--- src/rtl/rv32_pkg.sv ---
// Shared RV32 definitions used by the divider: data width, M-extension
// divide op encodings and the divider FSM state type.
package rv32_pkg;

  localparam int XLEN = 32;

  localparam logic [1:0] DIV_OP_DIV  = 2'b00;
  localparam logic [1:0] DIV_OP_DIVU = 2'b01;
  localparam logic [1:0] DIV_OP_REM  = 2'b10;
  localparam logic [1:0] DIV_OP_REMU = 2'b11;

  typedef enum logic [1:0] {
    DIV_IDLE = 2'd0,
    DIV_CALC = 2'd1,
    DIV_DONE = 2'd2
  } div_state_t;

endpackage

--- src/rtl/div_step.sv ---
// One radix-2 restoring division step: shift the next dividend bit into the
// partial remainder and subtract the divisor if it fits.
module div_step #(
  parameter int W = rv32_pkg::XLEN
) (
  input  logic [W-1:0] rem_in,
  input  logic [W-1:0] quo_in,
  input  logic [W-1:0] div_in,
  output logic [W-1:0] rem_out,
  output logic [W-1:0] quo_out
);

  logic [W:0] shifted;
  logic [W:0] trial;

  assign shifted = {rem_in, quo_in[W-1]};
  assign trial   = shifted - {1'b0, div_in};

  // trial[W] set means the divisor did not fit: restore and shift in a 0.
  assign rem_out = trial[W] ? shifted[W-1:0] : trial[W-1:0];
  assign quo_out = {quo_in[W-2:0], ~trial[W]};

endmodule

--- src/rtl/div_unit.sv ---
// Iterative 32-cycle RV32M divider (DIV/DIVU/REM/REMU) with valid/ready
// handshakes. Define DIV_FAST_EXC_EN to short-cut divide-by-zero and overflow.
module div_unit #(
  parameter int XLEN = rv32_pkg::XLEN
) (
  input  logic            clk,
  input  logic            rst_n,
  input  logic            in_valid,
  output logic            in_ready,
  input  logic [1:0]      op,
  input  logic [XLEN-1:0] in1,
  input  logic [XLEN-1:0] in2,
  input  logic            flush,
  output logic            out_valid,
  input  logic            out_ready,
  output logic [XLEN-1:0] result,
  output logic            busy
);
  import rv32_pkg::*;

  div_state_t      state_reg, state_next;
  logic [5:0]      cnt_reg;
  logic [XLEN-1:0] rem_reg, quo_reg, divisor_reg, dividend_reg, result_reg;
  logic            rem_op_reg, neg_q_reg, neg_r_reg, dz_reg, ovf_reg;

  logic            accept, signed_op, fast_exit;
  logic [XLEN-1:0] abs1, abs2, rem_step, quo_step, q_fix, r_fix, result_fix;

  assign signed_op = (op == DIV_OP_DIV) || (op == DIV_OP_REM);
  assign abs1      = (signed_op && in1[XLEN-1]) ? (~in1 + 1'b1) : in1;
  assign abs2      = (signed_op && in2[XLEN-1]) ? (~in2 + 1'b1) : in2;
  assign accept    = in_valid && in_ready && !flush;

`ifdef DIV_FAST_EXC_EN
  assign fast_exit = (dz_reg || ovf_reg) && (cnt_reg == 6'd1);
`else
  assign fast_exit = 1'b0;
`endif

  div_step #(.W(XLEN)) u_step (
    .rem_in (rem_reg),
    .quo_in (quo_reg),
    .div_in (divisor_reg),
    .rem_out(rem_step),
    .quo_out(quo_step)
  );

  always_ff @(posedge clk or negedge rst_n) begin
    if (!rst_n) state_reg <= DIV_IDLE;
    else        state_reg <= state_next;
  end

  always_comb begin
    state_next = state_reg;
    if (flush) begin
      state_next = DIV_IDLE;
    end else begin
      case (state_reg)
        DIV_IDLE: if (accept) state_next = DIV_CALC;
        // Count 32 marks the fix-up cycle after the last of 32 steps.
        DIV_CALC: if (cnt_reg == 6'd32 || fast_exit) state_next = DIV_DONE;
        DIV_DONE: if (out_ready) state_next = DIV_IDLE;
        default:  state_next = DIV_IDLE;
      endcase
    end
  end

  always_comb begin
    in_ready  = (state_reg == DIV_IDLE);
    out_valid = (state_reg == DIV_DONE);
    busy      = (state_reg != DIV_IDLE);
  end

  always_comb begin
    q_fix = neg_q_reg ? (~quo_reg + 1'b1) : quo_reg;
    r_fix = neg_r_reg ? (~rem_reg + 1'b1) : rem_reg;
    if (rem_op_reg) begin
      if (dz_reg)       result_fix = dividend_reg;
      else if (ovf_reg) result_fix = '0;
      else              result_fix = r_fix;
    end else begin
      if (dz_reg)       result_fix = '1;
      else if (ovf_reg) result_fix = {1'b1, {(XLEN-1){1'b0}}};
      else              result_fix = q_fix;
    end
  end

  always_ff @(posedge clk or negedge rst_n) begin
    if (!rst_n) begin
      cnt_reg      <= '0;
      rem_reg      <= '0;
      quo_reg      <= '0;
      divisor_reg  <= '0;
      dividend_reg <= '0;
      result_reg   <= '0;
      rem_op_reg   <= 1'b0;
      neg_q_reg    <= 1'b0;
      neg_r_reg    <= 1'b0;
      dz_reg       <= 1'b0;
      ovf_reg      <= 1'b0;
    end else if (accept) begin
      cnt_reg      <= '0;
      rem_reg      <= '0;
      quo_reg      <= abs1;
      divisor_reg  <= abs2;
      dividend_reg <= in1;
      rem_op_reg   <= (op == DIV_OP_REM) || (op == DIV_OP_REMU);
      neg_q_reg    <= signed_op && (in1[XLEN-1] ^ in2[XLEN-1]);
      neg_r_reg    <= signed_op && in1[XLEN-1];
      dz_reg       <= (in2 == '0);
      ovf_reg      <= signed_op && (in1 == {1'b1, {(XLEN-1){1'b0}}}) && (in2 == '1);
    end else if (state_reg == DIV_CALC) begin
      if (cnt_reg != 6'd32) begin
        cnt_reg <= cnt_reg + 6'd1;
        rem_reg <= rem_step;
        quo_reg <= quo_step;
      end
      if (state_next == DIV_DONE) result_reg <= result_fix;
    end
  end

  assign result = result_reg;

endmodule

--- config.mk ---
export PLATFORM = sky130hd
export DESIGN_NAME = div_unit
export DESIGN_NICKNAME = d
export VERILOG_FILES = /design/src/rtl/rv32_pkg.sv /design/src/rtl/div_step.sv /design/src/rtl/div_unit.sv
export SDC_FILE = /design/constraint.sdc
export NUM_CORES = 1
export LEC_CHECK = 0
export CAP_MARGIN = 20
export CORE_MARGIN = 2
export CORE_UTILIZATION = 62
export CTS_CLUSTER_DIAMETER = 50
export DETAILED_ROUTE_END_ITERATION = 8
export PLACE_DENSITY_LB_ADDON = 0.12
export SLEW_MARGIN = 25
export SYNTH_ARGS = -nofsm -noshare
export SYNTH_HDL_FRONTEND = slang
export SYNTH_SLANG_ARGS = --single-unit
--- constraint.sdc ---
create_clock -name clk -period 5 [get_ports clk]
set_input_delay 0.75 -clock clk [delete_from_list [all_inputs] [get_ports clk]]
set_output_delay 0.75 -clock clk [all_outputs]
set_load 0.02 [all_outputs]
==> results.py, run 1 <==
metrics = {
    "status": {
        "outcome": "finished clean",
    },
    "sta": {
        "final.min_clock_period_ns": 4.027,
        "slew_headroom_pct": 34.50,
        "finalHoldViolations": 0,
        "holdWs_ns": 0.3541,
        "worstMarginPinSlew_ns": 0.9825,
        "max_clock_freq_ghz": 0.2483,
        "fin_skew_ns": 0.01136,
        "maxSlewViolCount": 0,
        "setup_violations": 0,
        "setup_tns_ns": 0,
        "grt_setup_unrepaired": "false",
        "fin_crit_sh_pct": 80.55,
    },
    "floorplan": {
        "die_y_um": 144.0,
        "initial_core_util_pct": 62.87,
        "io_pins": 106,
        "core_area_sq_mm": 0.01933,
        "rows": 51,
        "fp.dieArea_sq_mm": 0.02074,
        "die_w_um": 144.0,
    },
    "finish": {
        "num-nets-final": 1698,
        "syn_to_final_growth_pct": 14.74,
        "final_core_util_pct": 72.14,
        "drive_above_1_share_pct": 5.128,
        "finish.instance_area_sq_mm": 0.01395,
        "num_antenna_cells": 0,
        "fill_cells": 1564,
    },
    "clocking": {
        "htreeDepth": 4,
        "cts_buffers": 17,
        "cts_buffer_depth": 2,
        "clock-root-buffer": "clkbuf_16",
        "clk_latency_ns": 0.44,
        "hold_buffers": 0,
        "cts_tree": "built",
        "cts_sinks": 173,
        "path_clk_slew_ns": 0.07,
        "post_cts_buffers": 0,
        "cts_resized": 0,
    },
    "grt": {
        "grt_pass1_wl_mm": 55.21,
        "grt_max_degree": 92,
        "grt_usage_pct": 33.91,
        "grt_antenna_before_repair": 0,
        "overflow": 0,
        "grt_pass1_vias": 10560,
    },
    "setup_path": {
        "critical_path.max_fanout": 17,
        "critPathKind": "reg2reg",
        "r2r_slack_ns": 0.97,
        "end_kind": "flop",
        "start_kind": "flop",
        "r2r-start": "quo_reg[31]",
        "required_ns": 5.29,
        "cp.arrival_ns": 4.32,
        "rr_worst_depth": 13,
        "timing.rr.end": "rem_reg[4]",
    },
    "power_and_ir_drop": {
        "ir_drop_v": 0.0003341,
        "swShare_pct": 43.83,
        "comb_power_share_pct": 48.8,
        "seq_power_share_pct": 32.0,
        "intPower_mw": 3.919,
        "pwr-share-clk_pct": 19.2,
        "p_sw_mw": 3.058,
        "p_per_area_mw_per_mm2": 500.2,
        "leakage_nw": 5.934,
    },
    "detailed_routing": {
        "drtAntennaViolNets": 0,
        "drt_wl_total_mm": 34.58,
        "routedWlPerCell_um": 18.55,
        "detail_route.iter0.violations": 1249,
        "viasPerCell": 6.247,
        "vias": 11650,
        "first_pass_iters": 6,
        "drc": 0,
    },
    "logic_synthesis": {
        "async_flop_share_pct": 100.0,
        "seq_area_frac_synth_pct": 35.61,
        "syn_area_sq_mm": 0.01216,
        "ys_warn_count": 0,
        "avgSynthCellArea_sq_um": 7.914,
        "syn_nets": 1647,
        "netlist_instances": 1536,
        "synth_edf_count": 0,
        "yosysTopAreaCell": "dfrtp_1",
        "synth_ff_type": "dfrtp_1",
        "yosys-top-cells-area": "dfrtp_1 (36%), nand2_1 (9.0%), o21ai_0 (6.9%)",
        "ys_ff_latch": 173,
        "synth_cell_types": 67,
        "synth_top_area_share_pct": 35.61,
    },
    "job": {
        "maxCapViolCount": 0,
    },
    "place": {
        "dpl-instance-area_sq_mm": 0.01337,
        "port_buffers": 105,
        "hpwl_mm": 24.56,
        "gp_congestion": 0.9835,
    },
    "worst_hold_path": {
        "hold_class": "in2async",
    },
}
[cell families (layout without fill, tap and decap cells)]
logic type | after synthesis | after routing | share of synthesized area (%)
AO/OA/AOI/OAI | 423 | 423 | 21.32
AND/OR/NAND/NOR | 586 | 586 | 21.97
multiplexers | 23 | 23 | 1.914
flip-flops | 173 | 173 | 35.61
XOR/XNOR | 144 | 144 | 10.37
buffers and inverters | 147 | 210 | 4.632
adder cells (fa/ha/maj) | 40 | 40 | 4.179
[placed cells by master, fill, tap and decap left out, types with 4 or more instances in the layout]
master | netlist | routed
nand2_1 | 291 | 291
dfrtp_1 | 173 | 171
o21ai_0 | 167 | 167
nor2_1 | 116 | 115
clkdlybuf4s50_1 | 0 | 104
a21oi_1 | 74 | 74
xor2_1 | 72 | 72
xnor2_1 | 72 | 71
inv_1 | 54 | 54
a31oi_1 | 41 | 41
ha_1 | 39 | 39
nand3_1 | 33 | 33
o31ai_1 | 23 | 23
nor3_1 | 21 | 21
mux2i_1 | 21 | 21
or3_1 | 20 | 20
buf_4 | 0 | 19
nand4_1 | 17 | 17
clkbuf_16 | 0 | 17
o22ai_1 | 16 | 16
nand2b_1 | 15 | 15
o21a_1 | 15 | 15
o41ai_1 | 12 | 12
or4_1 | 11 | 11
a21o_1 | 11 | 11
nor2b_1 | 9 | 9
and3_1 | 9 | 9
nor4_1 | 8 | 8
or2_2 | 7 | 7
o221ai_1 | 7 | 7
a211oi_1 | 7 | 7
a32oi_1 | 7 | 7
o211ai_1 | 6 | 6
nor3b_1 | 8 | 6
a22oi_1 | 6 | 6
nand3b_1 | 5 | 5
or4_4 | 5 | 5
o311ai_0 | 5 | 5
inv_6 | 0 | 4
[critical path, cell delays in order (launching register included)]
cell	delay [ns]
dfrtp_1	0.42
inv_1	0.07
ha_1	0.23
fa_1	0.41
nand2b_1	0.18
a21o_1	0.18
a2111oi_1	0.58
nor3_1	0.17
o21ai_0	0.27
a2bb2oi_1	0.28
xnor2_2	0.36
buf_4	0.40
mux2i_1	0.23
o21ai_0	0.10
[power by group through the flow]
stage / clock network, mW / registers, mW / logic [mW]
floorplan: 0 / 2.09 / 2.48
global placement: 0 / 2.21 / 3.26
detailed placement: 0 / 2.23 / 3.32
CTS: 1.34 / 2.20 / 3.35
global route: 1.40 / 2.27 / 3.75
finish: 1.34 / 2.23 / 3.41
[routing by layer]
metal	global-route usage [%]	vias to the layer above	share of wire (%)
met5	0	-	0
met4	10.37	0	2.7
met3	5.828	85	8.1
met2	51.65	539	45
met1	49.54	5524	44
li1	-	5497	-
[layout make-up]
type	count	area, sq um	area share [%]
multi-input cells	1216	7289	52.26
well taps	265	331.6	2.377
clock inverters	12	125.1	0.8970
clock buffers	19	452.9	3.247
flip-flops and latches	173	4332	31.05
repair buffers	125	1215	8.710
inverters	54	202.7	1.453
[worst max-delay path by stage]
stage,slack [ns],startpoint,to,cells past startpoint
finish,0.97,quo_reg[31],rem_reg[4],13
global route,0.63,quo_reg[31],rem_reg[2],13
CTS,0.96,quo_reg[31],rem_reg[4],13
detailed placement,0.98,quo_reg[31],rem_reg[4],13
global placement,1.11,in1[9],quo_reg[27],10
floorplan,1.74,quo_reg[31],rem_reg[23],13
[synthesized netlist by cell type, drive strengths merged (8+ instances only)]
master / instances
nor2b: 9
nand2: 291
nor3b: 8
o41ai: 12
ha: 39
xnor2: 72
a31oi: 41
dfrtp: 173
o22ai: 16
o31ai: 25
nand4: 17
o21ai: 167
nand3: 33
clkbuf: 82
inv: 54
or3: 21
and3: 9
mux2i: 21
nor2: 116
a21oi: 74
o21a: 15
nand2b: 15
or4: 16
nor4: 9
buf: 11
nor3: 21
xor2: 72
a21o: 11
[through the flow]
stage          total power, mW  setup WS (ns)  std cells
3_5_place_dp             5.545         0.9806       1833
4_1_cts                  6.898         0.9555       1864
6_report                 6.977         0.9727       1864
5_1_grt                  7.421         0.6289       1864
3_3_place_gp             5.471          1.111       1833
2_1_floorplan            4.578          1.737       1536
(Power assumes the default switching activity.)
==> inputs of run 2 (changes only) <==
Settings changed: CORE_UTILIZATION 62 to 54.
Clock period 5 ns to 3.6 ns, I/O delays scaled along.
==> run 2 against run 1 <==
Against the previous run:
- combinational power grew 48%
- highest routed layer unchanged
- first-iteration DRC count shrank 14%
- design area grew 2.5%
- worst hold slack lost 0.23 ns
- via count grew 0.22%
- largest cell class unchanged
- register-to-register slack lost 0.72 ns
==> results.py, run 2 (synthesized netlist as in run 1, its figures left out) <==
metrics = {
    "detailed_routing": {
        "vias": 11670,
        "drtAntennaViolNets": 0,
        "detailroute.wirelength.met3_mm": 2.582,
        "drt_wl_total_mm": 35.54,
        "drc": 0,
        "routedWlPerCell_um": 18.56,
        "detail_route.iter0.violations": 1073,
        "wl_met2_mm": 15.90,
        "wl_met1_mm": 16.38,
        "viasPerCell": 6.095,
        "first_pass_iters": 5,
        "highest_layer": "met4",
    },
    "finish": {
        "multi_input_area_sq_mm": 0.007302,
        "finish.instance_area_sq_mm": 0.01430,
        "regArea_sq_mm": 0.004329,
        "layout_common_cells": "nand2_1 (291), dfrtp_1 (173), o21ai_0 (166)",
        "fill_cells": 1902,
        "num_antenna_cells": 0,
        "final_common_cell": "nand2_1",
        "drive_above_1_share_pct": 7.339,
        "syn_to_final_growth_pct": 17.60,
        "num-nets-final": 1733,
    },
    "worst_hold_path": {
        "hold_class": "in2async",
    },
    "place": {
        "port_buffers": 105,
        "dpl-instance-area_sq_mm": 0.01367,
        "gp_congestion": 0.9479,
        "hpwl_mm": 25.55,
        "pre_cts_slack_ns": -0.03056,
    },
    "setup_path": {
        "cp.arrival_ns": 3.68,
        "path_common_cell": "or4_1",
        "start_kind": "flop",
        "path_buf_inv": 0,
        "critical_path.max_fanout": 5,
        "end_kind": "flop",
        "max_stage_delay_ns": 0.61,
        "cp_slowest_cell": "or4_1",
        "crit_family": "simple AND/OR/NAND/NOR gates",
        "required_ns": 3.93,
        "critPathKind": "reg2reg",
        "crit_chain": "or4_1 -> or4_1 -> nor3_1 -> nand2_1 -> or4_1 -> nand3_1 -> o21ai_0 -> a21oi_2 -> o21ai_0",
    },
    "clocking": {
        "cts_tree": "built",
        "cts_buffer_depth": 2,
        "path_clk_slew_ns": 0.08,
        "clock-root-buffer": "clkbuf_16",
        "clk_latency_ns": 0.46,
        "cts_sinks": 173,
        "post_cts_buffers": 0,
        "cts_buffers": 17,
        "htreeDepth": 4,
    },
    "power_and_ir_drop": {
        "swShare_pct": 43.75,
        "power.total_mw": 10.01,
        "comb_power_share_pct": 50.3,
        "ir_drop_v": 0.0003419,
        "pwr-share-clk_pct": 19.5,
        "intPower_mw": 5.628,
        "leakage_nw": 6.140,
        "seq_power_share_pct": 30.1,
        "p_per_area_mw_per_mm2": 699.9,
        "p_sw_mw": 4.377,
    },
    "sta": {
        "fin_crit_sh_pct": 93.07,
        "fin_ws_ns": 0.2496,
        "maxSlewViolCount": 0,
        "final.min_clock_period_ns": 3.350,
        "fin_skew_ns": 0.01691,
        "setup_violations": 0,
        "max_clock_freq_ghz": 0.2985,
        "finalHoldViolations": 0,
        "slew_headroom_pct": 31.31,
        "grt_setup_unrepaired": "false",
        "worstMarginPinSlew_ns": 1.030,
        "setup_tns_ns": 0,
    },
    "grt": {
        "grt_usage_pct": 30.52,
        "grt_pass1_wl_mm": 57.65,
        "grt_pass1_vias": 10790,
        "overflow": 0,
        "grt_antenna_before_repair": 0,
        "grt_max_degree": 163,
    },
    "floorplan": {
        "io_pins": 106,
        "rows": 54,
        "initial_core_util_pct": 55.36,
        "die_w_um": 154.0,
        "fp.dieArea_sq_mm": 0.02373,
        "die_y_um": 154.0,
        "core_area_sq_mm": 0.02196,
    },
    "job": {
        "maxCapViolCount": 0,
    },
    "status": {
        "outcome": "finished clean",
    },
}
[run 2: stage by stage]
step | hold WS, ns | instances | utilization, %
floorplan | 0.2444 | 1536 | -
global placement | 0.4536 | 1883 | 62.25
detailed placement | 0.4574 | 1883 | 62.25
CTS | 0.1665 | 1915 | 65.03
global route | 0.1842 | 1915 | 65.11
finish | 0.1212 | 1915 | 65.11
[run 2: cell type report]
cell class | instances | share of cell area (%)
Multi-Input combinational cell | 1216 | 51.08
Sequential cell | 173 | 30.28
Timing Repair Buffer | 160 | 10.51
Clock buffer | 18 | 3.072
Tap cell | 280 | 2.451
Inverter | 54 | 1.418
Clock inverter | 14 | 1.190
[run 2: worst paths after layout]
check                            startpoint          endpoint  slack [ns]  cells past startpoint
min in group clk           dividend_reg[11]  dividend_reg[11]        0.47                      2
max in group asynchronous             rst_n       rem_reg[31]        2.54                      2
hold / removal                        rst_n        cnt_reg[2]        0.12                      1
hold reg to reg            dividend_reg[11]  dividend_reg[11]        0.47                      2
setup / recovery                 quo_reg[8]        result[27]        0.25                      9
setup reg to reg                 quo_reg[8]        result[27]        0.25                      9
[run 2: power groups by stage]
stage	registers [mW]	logic, mW	clock network [mW]
2_1_floorplan	2.91	3.45	0
3_3_place_gp	3.01	4.83	0
3_5_place_dp	3.02	4.91	0
4_1_cts	2.99	4.94	1.96
5_1_grt	3.08	5.57	2.05
6_report	3.01	5.04	1.96
[run 2: repair_timing]
action | CTS | global route
hold buffers | 0 | 0
setup endpoints to repair | 0 | 34
gates resized for setup | 0 | 6
[run 2: routing by layer]
metal | global-route usage (%) | vias to the layer above
met5 | 0 | -
met4 | 8.189 | 0
li1 | - | 5579
met1 | 44.22 | 5597
met3 | 5.806 | 50
met2 | 46.96 | 445
==> inputs of run 3 (changes only) <==
Settings changed: SLEW_MARGIN 25 to 20.
==> results of run 3 <==
Final layout, timing and power as in run 2 (identical DEF).
